## config.mk

```make
export PLATFORM = sky130hd
export DESIGN_NAME = spmv_mem_arbiter
export DESIGN_NICKNAME = d
export VERILOG_FILES = /design/src/rtl/spmv_mem_arbiter.sv
export SDC_FILE = /design/constraint.sdc
export NUM_CORES = 2
export LEC_CHECK = 0
export CORE_AREA = 2 2 495 497
export DETAILED_ROUTE_END_ITERATION = 12
export DIE_AREA = 0 0 497 499
export GPL_ROUTABILITY_DRIVEN = 1
export GPL_TIMING_DRIVEN = 0
export MAX_ROUTING_LAYER = met4
export SYNTH_ARGS = -nofsm -noshare
export SYNTH_HDL_FRONTEND = slang
export SYNTH_SLANG_ARGS = --single-unit
```

## constraint.sdc

```tcl
create_clock -name clk -period 12.6 [get_ports clk]
set_clock_uncertainty 0.15 [all_clocks]
set_input_delay 3.78 -clock clk [delete_from_list [all_inputs] [get_ports clk]]
set_output_delay 3.78 -clock clk [all_outputs]
set_load 0.01 [all_outputs]
```

## src/rtl/spmv_mem_arbiter.sv

```systemverilog
// Memory-request arbiter for the SpMV accelerator: grants the single request port among
// NUM_REQ requesters, allocates transids, and routes L2 responses back to their owners.
module spmv_mem_arbiter #(
  parameter int unsigned NUM_REQ = 4,
  parameter int unsigned TID_W   = 6,
  parameter int unsigned ADDR_W  = 40,
  parameter int unsigned DATA_W  = 512,
  parameter int unsigned PRIO0   = 1
) (
  input  logic                      clk,
  input  logic                      rst,
  input  logic [NUM_REQ-1:0]        req_val,
  input  logic [NUM_REQ*ADDR_W-1:0] req_addr,
  output logic [NUM_REQ-1:0]        req_rdy,
  output logic                      mem_req_val,
  input  logic                      mem_req_rdy,
  output logic [TID_W-1:0]          mem_req_transid,
  output logic [ADDR_W-1:0]         mem_req_addr,
  input  logic                      mem_resp_val,
  input  logic [TID_W-1:0]          mem_resp_transid,
  input  logic [DATA_W-1:0]         mem_resp_data,
  output logic [NUM_REQ-1:0]        rsp_val,
  output logic [DATA_W-1:0]         rsp_data,
  output logic [TID_W:0]            inflight,
  output logic                      idle,
  output logic                      err_spurious
);

  localparam int unsigned    Pool    = 1 << TID_W;
  localparam int unsigned    OwnW    = $clog2(NUM_REQ);
  localparam logic [TID_W:0] PoolCnt = (TID_W+1)'(Pool);
  localparam logic [TID_W:0] CntOne  = (TID_W+1)'(1);

  logic                stage_full_q, stage_full_d;
  logic [TID_W-1:0]    stage_tid_q, stage_tid_d;
  logic [ADDR_W-1:0]   stage_addr_q, stage_addr_d;
  logic [OwnW-1:0]     rr_q, rr_d;
  logic [Pool-1:0]     valid_q, valid_d;
  logic [OwnW-1:0]     owner_q [Pool];
  logic [OwnW-1:0]     owner_d [Pool];
  logic [TID_W:0]      inflight_q, inflight_d;
  logic [NUM_REQ-1:0]  rsp_val_q, rsp_val_d;
  logic [DATA_W-1:0]   rsp_data_q, rsp_data_d;
  logic                err_q, err_d;

  logic                can_load, tid_avail, found, accept, resp_hit;
  logic [OwnW-1:0]     winner;
  logic [TID_W-1:0]    free_tid;
  int                  idx;

  // Grant winner: requester 0 first when prioritised, else first valid from rr_q with wrap.
  always_comb begin
    found  = 1'b0;
    winner = '0;
    idx    = 0;
    if ((PRIO0 != 0) && req_val[0]) begin
      found = 1'b1;
    end else begin
      for (int k = 0; k < int'(NUM_REQ); k++) begin
        idx = int'(rr_q) + k;
        if (idx >= int'(NUM_REQ)) idx = idx - int'(NUM_REQ);
        if (!found && req_val[idx]) begin
          found  = 1'b1;
          winner = OwnW'(idx);
        end
      end
    end
  end

  // Lowest-index free transid; a tid cleared this cycle is still marked valid here.
  always_comb begin
    free_tid = '0;
    for (int t = int'(Pool) - 1; t >= 0; t--) begin
      if (!valid_q[t]) free_tid = TID_W'(t);
    end
  end

  always_comb begin
    can_load  = !stage_full_q || mem_req_rdy;
    tid_avail = inflight_q < PoolCnt;
    accept    = found && can_load && tid_avail;
    resp_hit  = mem_resp_val && valid_q[mem_resp_transid];
    req_rdy   = accept ? (NUM_REQ'(1) << winner) : '0;
  end

  always_comb begin
    stage_full_d = stage_full_q;
    stage_tid_d  = stage_tid_q;
    stage_addr_d = stage_addr_q;
    rr_d         = rr_q;
    valid_d      = valid_q;
    owner_d      = owner_q;
    inflight_d   = inflight_q;
    rsp_val_d    = '0;
    rsp_data_d   = rsp_data_q;
    err_d        = err_q;

    if (accept) begin
      stage_full_d      = 1'b1;
      stage_tid_d       = free_tid;
      stage_addr_d      = req_addr[int'(winner)*ADDR_W +: ADDR_W];
      rr_d              = (int'(winner) == int'(NUM_REQ) - 1) ? '0 : winner + OwnW'(1);
      valid_d[free_tid] = 1'b1;
      owner_d[free_tid] = winner;
    end else if (mem_req_rdy) begin
      stage_full_d = 1'b0;
    end

    if (resp_hit) begin
      valid_d[mem_resp_transid] = 1'b0;
      rsp_val_d                 = NUM_REQ'(1) << owner_q[mem_resp_transid];
      rsp_data_d                = mem_resp_data;
    end
    if (mem_resp_val && !valid_q[mem_resp_transid]) err_d = 1'b1;

    unique case ({accept, resp_hit})
      2'b10:   inflight_d = inflight_q + CntOne;
      2'b01:   inflight_d = inflight_q - CntOne;
      default: inflight_d = inflight_q;
    endcase
  end

  always_ff @(posedge clk) begin
    if (rst) begin
      stage_full_q <= 1'b0;
      stage_tid_q  <= '0;
      stage_addr_q <= '0;
      rr_q         <= '0;
      valid_q      <= '0;
      inflight_q   <= '0;
      rsp_val_q    <= '0;
      rsp_data_q   <= '0;
      err_q        <= 1'b0;
    end else begin
      stage_full_q <= stage_full_d;
      stage_tid_q  <= stage_tid_d;
      stage_addr_q <= stage_addr_d;
      rr_q         <= rr_d;
      valid_q      <= valid_d;
      inflight_q   <= inflight_d;
      rsp_val_q    <= rsp_val_d;
      rsp_data_q   <= rsp_data_d;
      err_q        <= err_d;
    end
  end

  // Owner entries are only meaningful while valid_q is set, so they need no reset.
  always_ff @(posedge clk) begin
    owner_q <= owner_d;
  end

  assign mem_req_val     = stage_full_q;
  assign mem_req_transid = stage_tid_q;
  assign mem_req_addr    = stage_addr_q;
  assign rsp_val         = rsp_val_q;
  assign rsp_data        = rsp_data_q;
  assign inflight        = inflight_q;
  assign idle            = (inflight_q == '0) && !stage_full_q;
  assign err_spurious    = err_q;

endmodule

```

==> qor.yml <==
avgViaCountPerCell: 4.08
fin_crit_sh_pct: 88.2
synth_area_um2: 30300
r2r_slack_ps: 5730
rr_startpoint: "valid_q[10]"
outcome: "complete, no violations"
synth_seq_cells: 765
grt_pass1_wl_um: 307000
clock-sinks: 765
drt-met1-wl_um: 90600
drv_cap: 0
cts_tree: "built"
fmax_mhz: 90.0
power.density_nw_per_um2: 127
nNetsFinal: 5708
coreArea_um2: 243000
cp.required_ps: 8670
clk_path_buf_depth: 3
antenna_left: 0
io_pins: 1262
clkTransAtPathRegs_ps: 50
hp-class: "reg -> reg"
drv_slew: 0
hold_path_startpoint: "rsp_data[6]"
ir_drop_uv: 96.1
grt_overflow: 0
setup_ws_ps: 1490
max_slew_margin_pct: 4.07
cts_setup_buffers: 0
drc: 0
ys_seq_area_share_pct: 54.8
crit_path_max_fanout: 11
syn_avg_cell_area_um2: 8.29
utilization_pct: 20.8
synth-async-reset-ratio_pct: 0
dp_hpwl_um: 200000
min_path_cells: 2
wirelength_um: 237000
start_util_pct: 12.5
grt_pass1_vias: 33400
finalHoldViolCount: 0
post_drt_wl_per_cell_um: 28.5
port_buffers: 1257
wl_met2_um: 111000
clk_latency_ps: 750
final_cells: 8310
dieArea_um2: 248000
maxUsedRoutingLayer: "met4"
min_period_ps: 11110
cp-end-kind: "primary output"
drtIter0Drc: 3263
setup.worst_path.class: "in -> out"
chipHeight_um: 499
drive_above_1_share_pct: 5.47
antenna_found_initial: 35
routabilityCongestion: 1.01
grt_max_degree: 74
cp_data_arrival_time_ps: 7180
finalSetupViolCount: 0
synthDistinctLibCells: 78
fillers: 26800
ff2ff_path_depth: 18
reg2reg_to: "inflight[6]"
synth_edf_count: 128
std_cell_rows: 181
dp.cells: 8117
worst_slew_pin_slew_ps: 1440
rsz0062_at_grt: "false"
htree_levels: 3
cts-buffers-inserted: 94
hold_path_end: "rsp_data[6]"
yosysWarnings: 0
worst_setup_path_start_kind: "input port"
drtPass1Iterations: 6
wl_met3_um: 22800
grtUsageTotal_pct: 18.8
post_cts_resized: 0
die_w_um: 497
vias: 33900
leakage_nw: 16.3
synthCells: 3652
dp_slack_ps: 871
syn_nets: 4349
cts_root_buf: "clkbuf_16"
synthFlopType: "dfxtp_1"
area_delta_synth_final_pct: 66.4
holdBufCountCts: 0
-- cells by family after synthesis --
| logic type | count (synthesis) | share of synthesized area [%] |
|---|---|---|
| mux | 17 | 0.827 |
| simple gates | 1684 | 23.0 |
| flops | 765 | 54.8 |
| fa+ha+maj | 11 | 0.479 |
| compound gates | 853 | 16.4 |
| buf+inv | 319 | 4.36 |
| xor+xnor | 3 | 0.0868 |
-- synthesized netlist by cell type, types with 5 or more instances --
| master | count | area (um^2) |
|---|---|---|
| a211oi_1 | 52 | 390 |
| a21boi_0 | 5 | 37.5 |
| a21o_1 | 8 | 60.1 |
| a21oi_1 | 582 | 2910 |
| a221o_1 | 10 | 100 |
| a221oi_1 | 26 | 228 |
| a22o_1 | 7 | 61.3 |
| a22oi_1 | 50 | 375 |
| a31oi_1 | 53 | 332 |
| and2_1 | 7 | 43.8 |
| and3_1 | 8 | 50.1 |
| and4_1 | 9 | 78.8 |
| buf_2 | 84 | 420 |
| clkbuf_1 | 189 | 709 |
| dfxtp_1 | 637 | 12800 |
| edfxtp_1 | 128 | 3840 |
| ha_1 | 10 | 125 |
| inv_1 | 36 | 135 |
| mux2i_1 | 7 | 70.1 |
| mux4_2 | 6 | 135 |
| nand2_1 | 1283 | 4820 |
| nand2b_1 | 6 | 37.5 |
| nand3_1 | 158 | 791 |
| nand3b_1 | 11 | 82.6 |
| nand4_1 | 30 | 188 |
| nor2_1 | 90 | 338 |
| nor2b_1 | 15 | 93.8 |
| nor3_1 | 26 | 130 |
| nor3b_1 | 6 | 45.0 |
| nor4_1 | 9 | 56.3 |
| o21ai_0 | 14 | 70.1 |
| or3_1 | 5 | 31.3 |
| or4_1 | 6 | 45.0 |
-- cell type report --
class                           instances  area (um^2)  area share [%]
Tap cell                             3202         4010            7.96
Clock inverter                         30          490           0.974
Buffer                                279         1180            2.35
Sequential cell                       765        16600            33.0
Clock buffer                          138         2790            5.54
Antenna cell                           25         62.6           0.124
Inverter                               40          150           0.298
Timing Repair Buffer                 1263        12700            25.2
Multi-Input combinational cell       2568        12400            24.6
-- metrics by stage --
| stage | hold slack, ps | cell area [um^2] | setup TNS (ps) | power, W |
|---|---|---|---|---|
| 6_report | 299 | 50400 | 0 | 0.00638 |
| 5_1_grt | 315 | 50300 | 0 | 0.00659 |
| 4_1_cts | 302 | 50300 | 0 | 0.00645 |
| 3_5_place_dp | 296 | 47000 | 0 | 0.00354 |
| 3_3_place_gp | 292 | 46900 | -5210 | 0.00353 |
| 2_1_floorplan | 304 | 30300 | 0 | 0.00291 |
-- metal layers --
metal / GRT usage (%) / up-vias
met2: 30.2 / 1768
met1: 21.0 / 16600
met3: 5.99 / 291
met5: - / -
li1: - / 15300
met4: 9.43 / 0
-- worst max-delay path, stage by stage --
cell and delay, ps:
clkdlybuf4s50_1 550, nand2b_1 80, a21oi_1 150, a311o_1 140, clkbuf_1 450, clkbuf_1 990
ha_1 300, and2_1 130, clkdlybuf4s50_1 580
-- layout by cell type, fill, tap and decap left out, types with 9 or more instances in the layout --
master / count
a211oi_1: 51
a21oi_1: 582
a221o_1: 10
a221oi_1: 26
a22oi_1: 50
a31oi_1: 53
and4_1: 9
buf_2: 84
clkbuf_1: 200
clkbuf_16: 97
clkbuf_8: 20
clkdlybuf4s50_1: 1257
dfxtp_1: 637
diode_2: 25
edfxtp_1: 128
ha_1: 10
inv_1: 36
nand2_1: 1283
nand3_1: 158
nand3b_1: 11
nand4_1: 30
nor2_1: 90
nor2b_1: 15
nor3_1: 25
o21ai_0: 14
-- how the worst max path moves through the flow --
stage	start	end	slack, ps	depth (start not counted)
6_report	req_val[2]	req_rdy[0]	1490	9
5_1_grt	mem_resp_transid[1]	inflight[6]	1340	21
2_1_floorplan	req_val[3]	req_rdy[2]	2530	7
3_3_place_gp	mem_resp_transid[1]	inflight[6]	-910	20
4_1_cts	req_val[2]	req_rdy[0]	1460	9
3_5_place_dp	mem_resp_transid[1]	inflight[6]	870	21
-- power by group --
group	total (W)	switching, W	internal [W]
registers	0.00261	0.0000547	0.00255
clock network	0.00290	0.00121	0.00169
logic	0.000877	0.000489	0.000388
total	0.00638	0.00175	0.00463
-- sequential cells by signal, summed over array words and instances, names as in the netlist --
signal / flops
owner_q: 128
valid_q: 64
mem_req_addr: 40
rsp_val: 4
inflight: 7
rr_q: 2
mem_req_val: 1
rsp_data: 512
err_spurious: 1
mem_req_transid: 6
Power figures use the tool's default switching activity.
